**config.mk**
```make
export PLATFORM = sky130hd
export DESIGN_NAME = morse_encoder_flat
export DESIGN_NICKNAME = d
export VERILOG_FILES = /design/src/rtl/morse_encoder_if.sv /design/src/rtl/morse_encoder.sv /design/src/flat_wrapper.sv
export SDC_FILE = /design/constraint.sdc
export NUM_CORES = 1
export LEC_CHECK = 0
export CAP_MARGIN = 10
export CORE_MARGIN = 10
export CORE_UTILIZATION = 50
export CTS_CLUSTER_DIAMETER = 200
export DETAILED_ROUTE_END_ITERATION = 16
export DONT_BUFFER_PORTS = 1
export GPL_TIMING_DRIVEN = 0
export SLEW_MARGIN = 20
export SYNTH_ARGS = -nofsm -noshare
export SYNTH_HDL_FRONTEND = slang
export SYNTH_SLANG_ARGS = --single-unit
```
**constraint.sdc**
```tcl
create_clock -name clk -period 6.1 [get_ports clk]
set_input_delay 0.305 -clock clk [delete_from_list [all_inputs] [get_ports clk]]
set_output_delay 0.305 -clock clk [all_outputs]
set_load 0.02 [all_outputs]
```
**src/rtl/morse_encoder_if.sv**
```systemverilog
// Handshake and keying signals between a pattern source and the Morse encoder.
// The source drives start/code/len/abort, and the encoder returns ready/morse_out/done.
interface morse_encoder_if;
    logic       start;
    logic [4:0] code;
    logic [2:0] len;
    logic       abort;
    logic       ready;
    logic       morse_out;
    logic       done;

    modport master (
        output start, code, len, abort,
        input  ready, morse_out, done
    );

    modport slave (
        input  start, code, len, abort,
        output ready, morse_out, done
    );
endinterface

```
**src/rtl/morse_encoder.sv**
```systemverilog
// Keys one 5-bit Morse pattern (1=dash, 0=dot, MSB first) onto a timed on/off line.
// Latency: morse_out rises the cycle after an accepted start; done pulses once after the trailing 3-unit gap.
// Backpressure: ready is high only in IDLE; start while busy is dropped, and abort returns to IDLE next cycle.
module morse_encoder #(
    parameter int UNIT_CYCLES = 12500000
) (
    input  logic            clk,
    input  logic            reset,
    morse_encoder_if.slave  bus
);
    localparam int CW = (3 * UNIT_CYCLES > 1) ? $clog2(3 * UNIT_CYCLES) : 1;
    localparam logic [CW-1:0] DOT_LD  = CW'(UNIT_CYCLES - 1);
    localparam logic [CW-1:0] DASH_LD = CW'(3 * UNIT_CYCLES - 1);

    typedef enum logic [1:0] {IDLE, MARK, GAP, LGAP} state_t;

    state_t          state_q, state_d;
    logic [CW-1:0]   cnt_q, cnt_d;
    logic [4:0]      shift_q, shift_d;
    logic [2:0]      rem_q, rem_d;
    logic            done_q, done_d;
    logic            mo_q, mo_d;
    logic            rdy_q, rdy_d;
    logic            len_ok;

    assign len_ok = (bus.len != 3'd0) && (bus.len <= 3'd5);

    always_ff @(posedge clk or negedge reset) begin
        if (!reset) begin
            state_q <= IDLE;
            cnt_q   <= '0;
            shift_q <= '0;
            rem_q   <= '0;
            done_q  <= 1'b0;
            mo_q    <= 1'b0;
            rdy_q   <= 1'b1;
        end else begin
            state_q <= state_d;
            cnt_q   <= cnt_d;
            shift_q <= shift_d;
            rem_q   <= rem_d;
            done_q  <= done_d;
            mo_q    <= mo_d;
            rdy_q   <= rdy_d;
        end
    end

    always_comb begin
        state_d = state_q;
        cnt_d   = cnt_q;
        shift_d = shift_q;
        rem_d   = rem_q;
        done_d  = 1'b0;

        case (state_q)
            IDLE: begin
                if (bus.start && len_ok) begin
                    shift_d = bus.code;
                    rem_d   = bus.len - 3'd1;
                    cnt_d   = bus.code[4] ? DASH_LD : DOT_LD;
                    state_d = MARK;
                end
            end
            MARK: begin
                if (bus.abort) begin
                    state_d = IDLE;
                end else if (cnt_q == '0) begin
                    if (rem_q != 3'd0) begin
                        shift_d = {shift_q[3:0], 1'b0};
                        rem_d   = rem_q - 3'd1;
                        cnt_d   = DOT_LD;
                        state_d = GAP;
                    end else begin
                        cnt_d   = DASH_LD;
                        state_d = LGAP;
                    end
                end else begin
                    cnt_d = cnt_q - CW'(1);
                end
            end
            GAP: begin
                if (bus.abort) begin
                    state_d = IDLE;
                end else if (cnt_q == '0) begin
                    // shift_q already holds the next symbol in its MSB
                    cnt_d   = shift_q[4] ? DASH_LD : DOT_LD;
                    state_d = MARK;
                end else begin
                    cnt_d = cnt_q - CW'(1);
                end
            end
            LGAP: begin
                if (bus.abort) begin
                    state_d = IDLE;
                end else if (cnt_q == '0) begin
                    done_d  = 1'b1;
                    state_d = IDLE;
                end else begin
                    cnt_d = cnt_q - CW'(1);
                end
            end
            default: state_d = IDLE;
        endcase

        mo_d  = (state_d == MARK);
        rdy_d = (state_d == IDLE);
    end

    assign bus.morse_out = mo_q;
    assign bus.ready     = rdy_q;
    assign bus.done      = done_q;
endmodule

```
**src/flat_wrapper.sv**
```systemverilog
// flat-port wrapper written by rule: the top's interface ports become plain ports
module morse_encoder_flat 
#(
    parameter int UNIT_CYCLES = 12500000
)
  (clk, reset, bus_start, bus_code, bus_len, bus_abort, bus_ready, bus_morse_out, bus_done);
  morse_encoder_if bus_i ();
  input  logic clk;
  input  logic reset;
  input wire logic [$bits(bus_i.start)-1:0] bus_start;
  input wire logic [$bits(bus_i.code)-1:0] bus_code;
  input wire logic [$bits(bus_i.len)-1:0] bus_len;
  input wire logic [$bits(bus_i.abort)-1:0] bus_abort;
  output wire logic [$bits(bus_i.ready)-1:0] bus_ready;
  output wire logic [$bits(bus_i.morse_out)-1:0] bus_morse_out;
  output wire logic [$bits(bus_i.done)-1:0] bus_done;
  assign bus_i.start = bus_start;
  assign bus_i.code = bus_code;
  assign bus_i.len = bus_len;
  assign bus_i.abort = bus_abort;
  assign bus_ready = bus_i.ready;
  assign bus_morse_out = bus_i.morse_out;
  assign bus_done = bus_i.done;
  morse_encoder #(.UNIT_CYCLES(UNIT_CYCLES)) u_core (.clk(clk), .reset(reset), .bus(bus_i));
endmodule
```
==> results.sh <==
export IMPL_async_reset_ff_frac=1.00
export IMPL_critPathMaxFanout=10
export IMPL_rr_worst_depth=9
export IMPL_cts_resized_gates=0
export IMPL_numCtsBuffers=5
export IMPL_cpMaxStageDelayCell="or3b_2"
export IMPL_drcViolationCount=0
export IMPL_critPathCaptureType="flop"
export IMPL_finalSetupTns_ns=0
export IMPL_fp_coreArea_um2=4410
export IMPL_n_antenna_cell=0
export IMPL_grt_usage=0.143
export IMPL_root_buffer="clkbuf_8"
export IMPL_fillerInstances=422
export IMPL_grt_pass1_wl_um=8990
export IMPL_syn_area_um2=2320
export IMPL_preCtsSetupSlack_ns=3.45
export IMPL_power_density_nw_per_um2=309
export IMPL_cts_htree_levels=2
export IMPL_regArea_um2=977
export IMPL_cts_tree="built"
export IMPL_yosys_warnings=0
export IMPL_final_hold_viol_count=0
export IMPL_syn_inst=253
export IMPL_drv_cap=0
export IMPL_crit_chain="inv_1 -> ha_1 -> or3b_2 -> nor2_1 -> nand3_2 -> buf_2 -> o31ai_4 -> o31a_2 -> nor2_1"
export IMPL_min_delay_start="bus_code[1]"
export IMPL_fin_crit_ns=2.68
export IMPL_cts_clk_slew_worst_paths_ns=0.08
export IMPL_critical_path_class="flop to flop"
export IMPL_area_growth_pct=7.94
export IMPL_skew_ns=0.00675
export IMPL_max_freq_mhz=373
export IMPL_cpPeakStageDelay_ns=0.49
export IMPL_wl_um=5290
export IMPL_rsz0062_at_grt="no"
export IMPL_multiInputGateArea_um2=1250
export IMPL_final_common_cell="dfrtp_1"
export IMPL_vdd_ir_drop_worst_uv=155
export IMPL_synth_net_count=267
export IMPL_synth_avg_cell_area_um2=9.16
export IMPL_rows=24
export IMPL_leakage_nw=0.953
export IMPL_holdPathEnd="u_core.shift_q[1]"
export IMPL_hp_class="input port to flop"
export IMPL_post_route_period_util=0.439
export IMPL_first_global_vias=1894
export IMPL_nets=276
export IMPL_r2r_start="u_core.cnt_q[0]"
export IMPL_place_congestion=0.807
export IMPL_die_w_um=88.1
export IMPL_start_util=0.525
export IMPL_ys_seq_elements=39
export IMPL_vias_per_cell=6.12
export IMPL_portBuffers=0
export IMPL_io_pins=15
export IMPL_overflow=0
export IMPL_drt_iter0_markers=138
export IMPL_yosysSeqAreaShare=0.422
export IMPL_antenna_found_initial=0
export IMPL_vias=1927
export IMPL_fp_dieH_um=88.1
export IMPL_layout_setup_ws_ns=3.42
export IMPL_synth_edf_count=0
export IMPL_critPathMostFrequentCell="nor2_1"
export IMPL_finalSetupViolCount=0
export IMPL_rrSetupSlack_ns=3.42
export IMPL_startpoint_type="flop"
export IMPL_maxSlewHeadroom=0.423
export IMPL_clk_path_buf_depth=2
export IMPL_wl_per_cell_um=16.8
export IMPL_synthDistinctLibCells=54
export IMPL_drv_slew=0
export IMPL_required_ns=6.28
export IMPL_cts_sinks=39
export IMPL_hpwl_um=3830
export IMPL_synthFlopType="dfrtp_1"
export IMPL_status="complete, no violations"
export IMPL_r2r_end="u_core.cnt_q[8]"
export IMPL_worstMarginPinSlew_ns=0.860
export IMPL_final_cell_mix="dfrtp_1, nor2_1, a21oi_1"
export IMPL_worstSkewPairLatency_ns=0.30
export IMPL_drive_gt1_frac=0.103
export IMPL_fp_dieArea_um2=7760
export IMPL_hold_depth=2
export IMPL_critical_path_arrival_ns=2.86
export IMPL_grt_max_degree=40
export IMPL_drt_pre_antenna_iters=4
export IMPL_drtAntennaViolNets=0
cells in the mapped netlist (all sizes together) (5+ instances only):
library cell / number / area (µm²)
o31ai: 6 / 77.6
buf: 6 / 35.0
xor2: 12 / 105
nand3: 5 / 30.0
inv: 11 / 41.3
and3: 5 / 31.3
nor3: 13 / 65.1
o21ai: 17 / 85.1
a31oi: 5 / 31.3
or3: 7 / 43.8
a21oi: 19 / 95.1
mux2i: 6 / 60.1
o211ai: 7 / 52.6
nor2: 32 / 120
nand2: 16 / 60.1
dfrtp: 38 / 951
cells by family after synthesis:
logic type / synth area share
adder cells (fa/ha/maj): 0.0151
XOR/XNOR: 0.0491
buffers and inverters: 0.0394
AO/OA/AOI/OAI: 0.229
multiplexers: 0.0308
flip-flops: 0.422
AND/OR/NAND/NOR: 0.214
area by class of cell:
| type | count | area share |
|---|---|---|
| Tap cell | 52 | 0.0260 |
| Clock buffer | 5 | 0.0275 |
| Inverter | 11 | 0.0165 |
| Timing Repair Buffer | 2 | 0.0120 |
| Clock inverter | 3 | 0.00800 |
| Sequential cell | 39 | 0.391 |
| Multi-Input combinational cell | 193 | 0.499 |
| Buffer | 10 | 0.0200 |
worst max-delay path by stage:
stage	from	end	slack [ns]	depth (start not counted)
floorplan	u_core.cnt_q[0]	u_core.cnt_q[22]	3.81	9
global placement	u_core.cnt_q[0]	u_core.cnt_q[16]	3.45	9
detailed placement	u_core.cnt_q[0]	u_core.cnt_q[8]	3.45	9
CTS	u_core.cnt_q[0]	u_core.cnt_q[8]	3.42	9
global route	u_core.cnt_q[0]	u_core.cnt_q[14]	3.25	9
finish	u_core.cnt_q[0]	u_core.cnt_q[8]	3.42	9
registers in the layout (all words and copies together) (netlist names):
signal                flops
u_core.cnt_q             26
u_core.shift_q            5
u_core.rem_q              3
u_core.state_q            2
u_core.bus.done           1
u_core.bus.morse_out      1
u_core.bus.ready          1
worst max-delay path, delay by kind of cell (launching register included):
family	cells	cell delay (ns)
compound gates	2	0.57
fa+ha+maj	1	0.30
buf+inv	2	0.32
flops	1	0.41
simple gates	4	0.96
where the power goes:
part	total (W)	switching, W	internal (W)	leakage (nW)
Combinational	0.000222	0.000130	0.0000922	0.476
Sequential	0.000373	0.0000557	0.000318	0.437
Clock	0.000176	0.0000969	0.0000796	0.0402
timing repair:
action,CTS,global route
hold buffers,2,0
endpoints found under the hold margin,39,0
buffers inserted,0,0
stage by stage:
stage / hold WS [ns] / total power, W / util / cell area, µm² / instances
floorplan: 0.00941 / 0.000540 / - / 2320 / 253
global placement: 0.0107 / 0.000592 / 0.540 / 2380 / 305
global route: 0.216 / 0.000825 / 0.567 / 2500 / 315
detailed placement: 0.0107 / 0.000594 / 0.540 / 2380 / 305
CTS: 0.207 / 0.000779 / 0.567 / 2500 / 315
finish: 0.218 / 0.000772 / 0.567 / 2500 / 315
metal layers:
metal,part of all wire,GRT usage,up-vias,routed length (µm)
met4,0.0083,0.0399,0,44
li1,-,-,956,-
met5,0,0,-,0
met3,0.042,0.0344,4,220
met2,0.46,0.223,35,2420
met1,0.49,0.194,932,2610
(Power assumes the default switching activity.)
